--- config.mk ---
export PLATFORM = sky130hd
export DESIGN_NAME = uint_muler
export DESIGN_NICKNAME = d
export VERILOG_FILES = /design/src/rtl/uint_muler_pkg.sv /design/src/rtl/uint_muler_adder.sv /design/src/rtl/uint_muler.sv
export SDC_FILE = /design/constraint.sdc
export NUM_CORES = 1
export LEC_CHECK = 0
export BUFFER_PORTS_ARGS = -buffer_cell sky130_fd_sc_hd__buf_4
export CAP_MARGIN = 25
export CORE_MARGIN = 8
export CORE_UTILIZATION = 53
export DETAILED_ROUTE_END_ITERATION = 6
export PLACE_DENSITY = 0.74
export RECOVER_POWER = 100
export SLEW_MARGIN = 20
export SYNTH_ARGS = -nofsm -noshare
export SYNTH_HDL_FRONTEND = slang
export SYNTH_SLANG_ARGS = --single-unit
--- constraint.sdc ---
create_clock -name clk -period 3.93 [get_ports clk]
set_input_delay 0.1965 -clock clk [delete_from_list [all_inputs] [get_ports clk]]
set_output_delay 0.1965 -clock clk [all_outputs]
set_load 0.02 [all_outputs]
--- src/rtl/uint_muler_pkg.sv ---
// Shared definitions for the radix-2 shift-add multiplier: default widths,
// RISC-V M-extension op encodings, FSM states and operand-signedness helpers.
package uint_muler_pkg;

  localparam int MUL_DATAWIDTH  = 32;
  localparam int MUL_STEPS_LOG2 = 5;

  typedef enum logic [1:0] {
    OP_MUL    = 2'b00,
    OP_MULH   = 2'b01,
    OP_MULHSU = 2'b10,
    OP_MULHU  = 2'b11
  } op_e;

  typedef enum logic [1:0] {
    S_IDLE = 2'b00,
    S_CALC = 2'b01,
    S_FIX  = 2'b10,
    S_DONE = 2'b11
  } state_e;

  // rs1 is signed for MULH and MULHSU
  function automatic logic a_is_signed(input logic [1:0] op);
    return (op == OP_MULH) || (op == OP_MULHSU);
  endfunction

  // rs2 is signed for MULH only
  function automatic logic b_is_signed(input logic [1:0] op);
    return (op == OP_MULH);
  endfunction

endpackage

--- src/rtl/uint_muler_adder.sv ---
// Plain W-bit ripple adder with carry in/out, used for the per-step partial add.
module uint_muler_adder #(
  parameter int W = 32
) (
  input  logic [W-1:0] data_a,
  input  logic [W-1:0] data_b,
  input  logic         ci,
  output logic [W-1:0] result,
  output logic         co
);

  assign {co, result} = {1'b0, data_a} + {1'b0, data_b} + {{W{1'b0}}, ci};

endmodule

--- src/rtl/uint_muler.sv ---
// Sequential radix-2 shift-add multiplier. Operands are converted to
// magnitudes on accept, multiplied unsigned one bit per clock, and the sign
// is re-applied in a single fix-up cycle before the done pulse.
module uint_muler
  import uint_muler_pkg::*;
#(
  parameter int DATAWIDTH  = MUL_DATAWIDTH,
  parameter int STEPS_LOG2 = MUL_STEPS_LOG2
) (
  input  logic                   clk,
  input  logic                   rst_n,
  input  logic                   start,
  input  logic                   flush,
  input  logic [1:0]             op,
  input  logic [DATAWIDTH-1:0]   multiplicand,
  input  logic [DATAWIDTH-1:0]   multiplier,
  output logic                   busy,
  output logic                   done,
  output logic [2*DATAWIDTH-1:0] product,
  output logic [DATAWIDTH-1:0]   result
);

  localparam int W = DATAWIDTH;
  localparam logic [STEPS_LOG2-1:0] CNT_LAST = STEPS_LOG2'(W - 1);
  localparam logic [STEPS_LOG2-1:0] CNT_ONE  = {{(STEPS_LOG2-1){1'b0}}, 1'b1};
  localparam logic [W-1:0]          ONE_W    = {{(W-1){1'b0}}, 1'b1};
  localparam logic [2*W-1:0]        ONE_2W   = {{(2*W-1){1'b0}}, 1'b1};

  state_e                state_r;
  state_e                state_nxt_s;
  logic [STEPS_LOG2-1:0] cnt_r;
  logic [2*W-1:0]        acc_r;      // {hi, lo}
  logic [W-1:0]          mcand_r;    // |A|
  logic                  neg_r;
  logic [1:0]            op_r;
  logic [2*W-1:0]        product_r;
  logic [W-1:0]          result_r;
  logic                  busy_r;
  logic                  done_r;
  logic                  busy_nxt_s;
  logic                  done_nxt_s;

  logic                  accept_s;
  logic                  sign_a_s;
  logic                  sign_b_s;
  logic [W-1:0]          abs_a_s;
  logic [W-1:0]          abs_b_s;
  logic [W-1:0]          hi_s;
  logic [W-1:0]          lo_s;
  logic [W-1:0]          addend_s;
  logic [W-1:0]          sum_s;
  logic                  co_s;
  logic [2*W-1:0]        step_s;
  logic [2*W-1:0]        prod_fix_s;
  logic [W-1:0]          res_fix_s;

  // flush has priority over a new request in IDLE
  assign accept_s = (state_r == S_IDLE) && start && !flush;

  // Operand conditioning: magnitudes and sign of the result. The most
  // negative value negates to itself, which is its correct unsigned magnitude.
  always_comb begin
    sign_a_s = a_is_signed(op) & multiplicand[W-1];
    sign_b_s = b_is_signed(op) & multiplier[W-1];
    abs_a_s  = sign_a_s ? (~multiplicand + ONE_W) : multiplicand;
    abs_b_s  = sign_b_s ? (~multiplier + ONE_W) : multiplier;
  end

  assign hi_s     = acc_r[2*W-1:W];
  assign lo_s     = acc_r[W-1:0];
  assign addend_s = lo_s[0] ? mcand_r : {W{1'b0}};

  uint_muler_adder #(
    .W (W)
  ) u_adder (
    .data_a (hi_s),
    .data_b (addend_s),
    .ci     (1'b0),
    .result (sum_s),
    .co     (co_s)
  );

  // The carry out of the add is shifted straight into hi, so it never needs
  // to be stored between steps.
  assign step_s = {co_s, sum_s, lo_s[W-1:1]};

  // Sign fix-up and result-half selection for the FIX cycle
  always_comb begin
    prod_fix_s = neg_r ? (~acc_r + ONE_2W) : acc_r;
    res_fix_s  = (op_r == OP_MUL) ? prod_fix_s[W-1:0] : prod_fix_s[2*W-1:W];
  end

  // FSM state register
  always_ff @(posedge clk or negedge rst_n) begin
    if (!rst_n) begin
      state_r <= S_IDLE;
    end else begin
      state_r <= state_nxt_s;
    end
  end

  // FSM next-state logic
  always_comb begin
    state_nxt_s = state_r;
    case (state_r)
      S_IDLE: begin
        if (accept_s) begin
          state_nxt_s = S_CALC;
        end else begin
          state_nxt_s = S_IDLE;
        end
      end
      S_CALC: begin
        if (flush) begin
          state_nxt_s = S_IDLE;
        end else if (cnt_r == CNT_LAST) begin
          state_nxt_s = S_FIX;
        end else begin
          state_nxt_s = S_CALC;
        end
      end
      S_FIX: begin
        if (flush) begin
          state_nxt_s = S_IDLE;
        end else begin
          state_nxt_s = S_DONE;
        end
      end
      S_DONE:  state_nxt_s = S_IDLE;
      default: state_nxt_s = S_IDLE;
    endcase
  end

  // FSM outputs, decoded from the next state so they can be registered
  always_comb begin
    busy_nxt_s = (state_nxt_s == S_CALC) || (state_nxt_s == S_FIX);
    done_nxt_s = (state_nxt_s == S_DONE);
  end

  // Registered status outputs
  always_ff @(posedge clk or negedge rst_n) begin
    if (!rst_n) begin
      busy_r <= 1'b0;
      done_r <= 1'b0;
    end else begin
      busy_r <= busy_nxt_s;
      done_r <= done_nxt_s;
    end
  end

  // Datapath: operand capture, shift-add iteration and result registers
  always_ff @(posedge clk or negedge rst_n) begin
    if (!rst_n) begin
      cnt_r     <= {STEPS_LOG2{1'b0}};
      acc_r     <= {(2*W){1'b0}};
      mcand_r   <= {W{1'b0}};
      neg_r     <= 1'b0;
      op_r      <= 2'b00;
      product_r <= {(2*W){1'b0}};
      result_r  <= {W{1'b0}};
    end else begin
      case (state_r)
        S_IDLE: begin
          if (accept_s) begin
            op_r    <= op;
            mcand_r <= abs_a_s;
            neg_r   <= sign_a_s ^ sign_b_s;
            acc_r   <= {{W{1'b0}}, abs_b_s};
            cnt_r   <= {STEPS_LOG2{1'b0}};
          end else begin
            acc_r <= acc_r;
          end
        end
        S_CALC: begin
          acc_r <= step_s;
          cnt_r <= cnt_r + CNT_ONE;
        end
        S_FIX: begin
          if (!flush) begin
            product_r <= prod_fix_s;
            result_r  <= res_fix_s;
          end else begin
            product_r <= product_r;
          end
        end
        default: begin
          acc_r <= acc_r;
        end
      endcase
    end
  end

  assign busy    = busy_r;
  assign done    = done_r;
  assign product = product_r;
  assign result  = result_r;

endmodule

==> out/metrics.yaml <==
clock_path_buffers: 3
ir_drop_v: 0.000329
path_class: "reg2reg"
fp.dieArea_um2: 28400
wl_per_cell_um: 19.5
pin_count: 168
grt_max_degree: 102
port_buffers: 167
use_met1: 0.354
route.vias.total: 11400
crit_family: "simple AND/OR/NAND/NOR gates"
cp.buffers_inverters: 0
rsz0062_at_grt: "false"
grt_first_pass_wirelength_um: 59400
yosysUniqueCellTypes: 59
muxShareOfSynthArea: 0.00587
total_power_uw: 8530
core_um2: 23200
post_cts_buffers: 0
finalSetupTns_ns: 0
detail-route-antenna-nets: 0
p_per_area_nw_per_um2: 589
antennaDiodeCount: 0
numCtsBuffers: 22
dr.pass1.iters: 5
status: "complete, but fails checks"
synth_compound_area_frac: 0.214
fin_nets: 1691
rows: 56
register_area_um2: 5100
crit_slowest_cell: "or4_4"
syn_inst: 1428
htreeDepth: 1
clk_latency_ns: 0.51
die_width_um: 169
grt.met3_usage: 0.0461
area_growth_pct: 17.2
worstPathMaxFanout: 12
place_congestion: 0.923
grt.total_usage: 0.257
leakagePower_uw: 0.00642
yosysSeqAreaShare: 0.413
syn_area_um2: 12400
clock.fmax_mhz: 278
syn_area_per_cell_um2: 8.65
synth_simple_gate_area_frac: 0.190
setup_violations: 0
cts_root_buffer: "clkbuf_16"
synth_top_family_by_area: "compound AO/OA/AOI/OAI gates"
top_usage_layer: "met2"
cts_resized: 0
synthAdderAreaFrac: 0.0411
period_share: 0.916
max-cap-violations: 5
start_util: 0.533
grt_pass1_vias: 10900
hold_class: "in2reg"
async_flop_share: 1.00
cp-end-kind: "flip-flop"
multi_input_area_um2: 6820
synth_edf_count: 0
drtIter0Drc: 1068
synth-seq-cells: 204
failed_checks: "max-capacitance violations, max-slew violations"
worst_slew_pin_slew_ns: 2.13
dp_hpwl_um: 28100
cts_tree: "yes"
antenna_found_initial: 0
route.detailed.drc: 0
totalWireLength_um: 37200
slew_headroom: -0.420
globalRouteMet2Util: 0.397
worstPathArrival_ns: 3.96
critPathLaunchType: "flip-flop"
drv_slew: 303
clock_skew_ns: 0.0241
path_cells: "nor4_1 -> nand4_1 -> or4_4 -> or3_1 -> or2_4 -> o41ai_1 -> xor2_1 -> o221ai_1"
fp.dieH_um: 169
cpPeakStageDelay_ns: 0.69
vias_per_cell: 5.95
fill_cells: 2064
drive_gt1_frac: 0.0822
syn-num-nets: 1538
ys.flop_type: "dfrtp_1"
synth_xor_area_frac: 0.104
worstPathRequired_ns: 4.29
clk_pin_slew_ns: 0.06
period_needed_ns: 3.60
grt-ovfl-total: 0
final_hold_viol_count: 0
clock_sinks: 204
yosys_warnings: 0
-- final cells by class --
class | instances | area share
clock buffer | 27 | 0.0422
clock inverter | 10 | 0.0140
inverter | 23 | 0.00596
multi-input combinational | 1120 | 0.471
sequential | 204 | 0.353
tap | 319 | 0.0276
timing repair buffer | 210 | 0.0864
-- synth_stat cells, drive strengths merged (13+ instances only) --
library cell	n	area, µm²
a21o	14	105
a21oi	72	360
a22oi	27	203
and2	34	213
clkbuf	75	282
dfrtp	204	5100
ha	39	488
inv	23	86.3
nand2	226	848
nand2b	13	81.3
nand3	20	100
nand4	15	93.8
nor2	73	274
nor3	20	100
nor4	13	87.6
o21ai	214	1070
o221ai	16	140
o31ai	33	263
o41ai	16	166
or3	20	130
or4	22	173
xnor2	50	438
xor2	97	850
-- worst register-to-register path: stages (launching register included) --
cell and delay (ns):
dfrtp_1 0.44, nor4_1 0.54, nand4_1 0.36, or4_4 0.69, or3_1 0.47, or2_4 0.28, o41ai_1 0.30, xor2_1 0.22
o221ai_1 0.14
-- logic make-up after synthesis --
family                   Yosys count
AND/OR/NAND/NOR                  492
AO/OA/AOI/OAI                    434
flip-flops                       204
XOR/XNOR                         147
buffers and inverters            104
adder cells (fa/ha/maj)           40
multiplexers                       7
-- per-layer routing --
metal,wire length (µm),vias to the layer above
li1,-,5404
met1,16700,5421
met2,16300,471
met3,2800,78
met4,1400,0
met5,0,-
-- power by group --
part	switching, µW	total [µW]	internal [µW]
clock network	839	2330	1490
logic	1950	3030	1080
registers	625	3160	2540
-- placed cells by master (no fill, tap or decap), types with 21 or more instances in the layout --
master	count
o21ai_0	214
nand2_1	226
or4_1	21
inv_1	23
buf_4	78
xnor2_1	50
and2_1	31
o31ai_1	33
clkbuf_1	108
a22oi_1	27
ha_1	39
xor2_1	97
clkbuf_16	23
nor2_1	72
a21oi_1	72
dlygate4sd3_1	21
dfrtp_1	204
-- sequential cells by signal (all words and copies together), names as in the netlist --
register	count
done	1
result	32
neg_r	1
busy	1
product	64
acc_r	64
cnt_r	5
mcand_r	32
state_r	2
op_r	2
-- worst paths after layout --
check                      slack (ns)     endpoint             start  cells after the start
min in group asynchronous        0.82   result[16]             rst_n                      2
max                              0.33   result[26]          acc_r[9]                      8
max reg2reg                      0.33   result[26]          acc_r[9]                      8
max in group asynchronous        1.21   result[29]             rst_n                      3
min                              0.01  mcand_r[26]  multiplicand[26]                      3
min reg2reg                      0.47   result[16]        result[16]                      2
-- stage by stage --
stage	instance area, µm²	utilization	setup slack (ns)	std cells	hold WS [ns]
2_1_floorplan	12400	-	0.776	1428	-0.0991
3_3_place_gp	13900	0.600	0.658	1855	0.277
3_5_place_dp	13900	0.600	0.576	1855	0.270
4_1_cts	14900	0.644	0.478	1913	0.000174
5_1_grt	14500	0.624	0.167	1913	0.0121
6_report	14500	0.624	0.328	1913	0.0116
-- timing repair --
item | in CTS | in global routing
endpoints found under the hold margin | 101 | 0
endpoints found under the setup margin | 0 | 0
hold buffers | 21 | 0
Note: power is estimated with default switching activity, not from simulation.
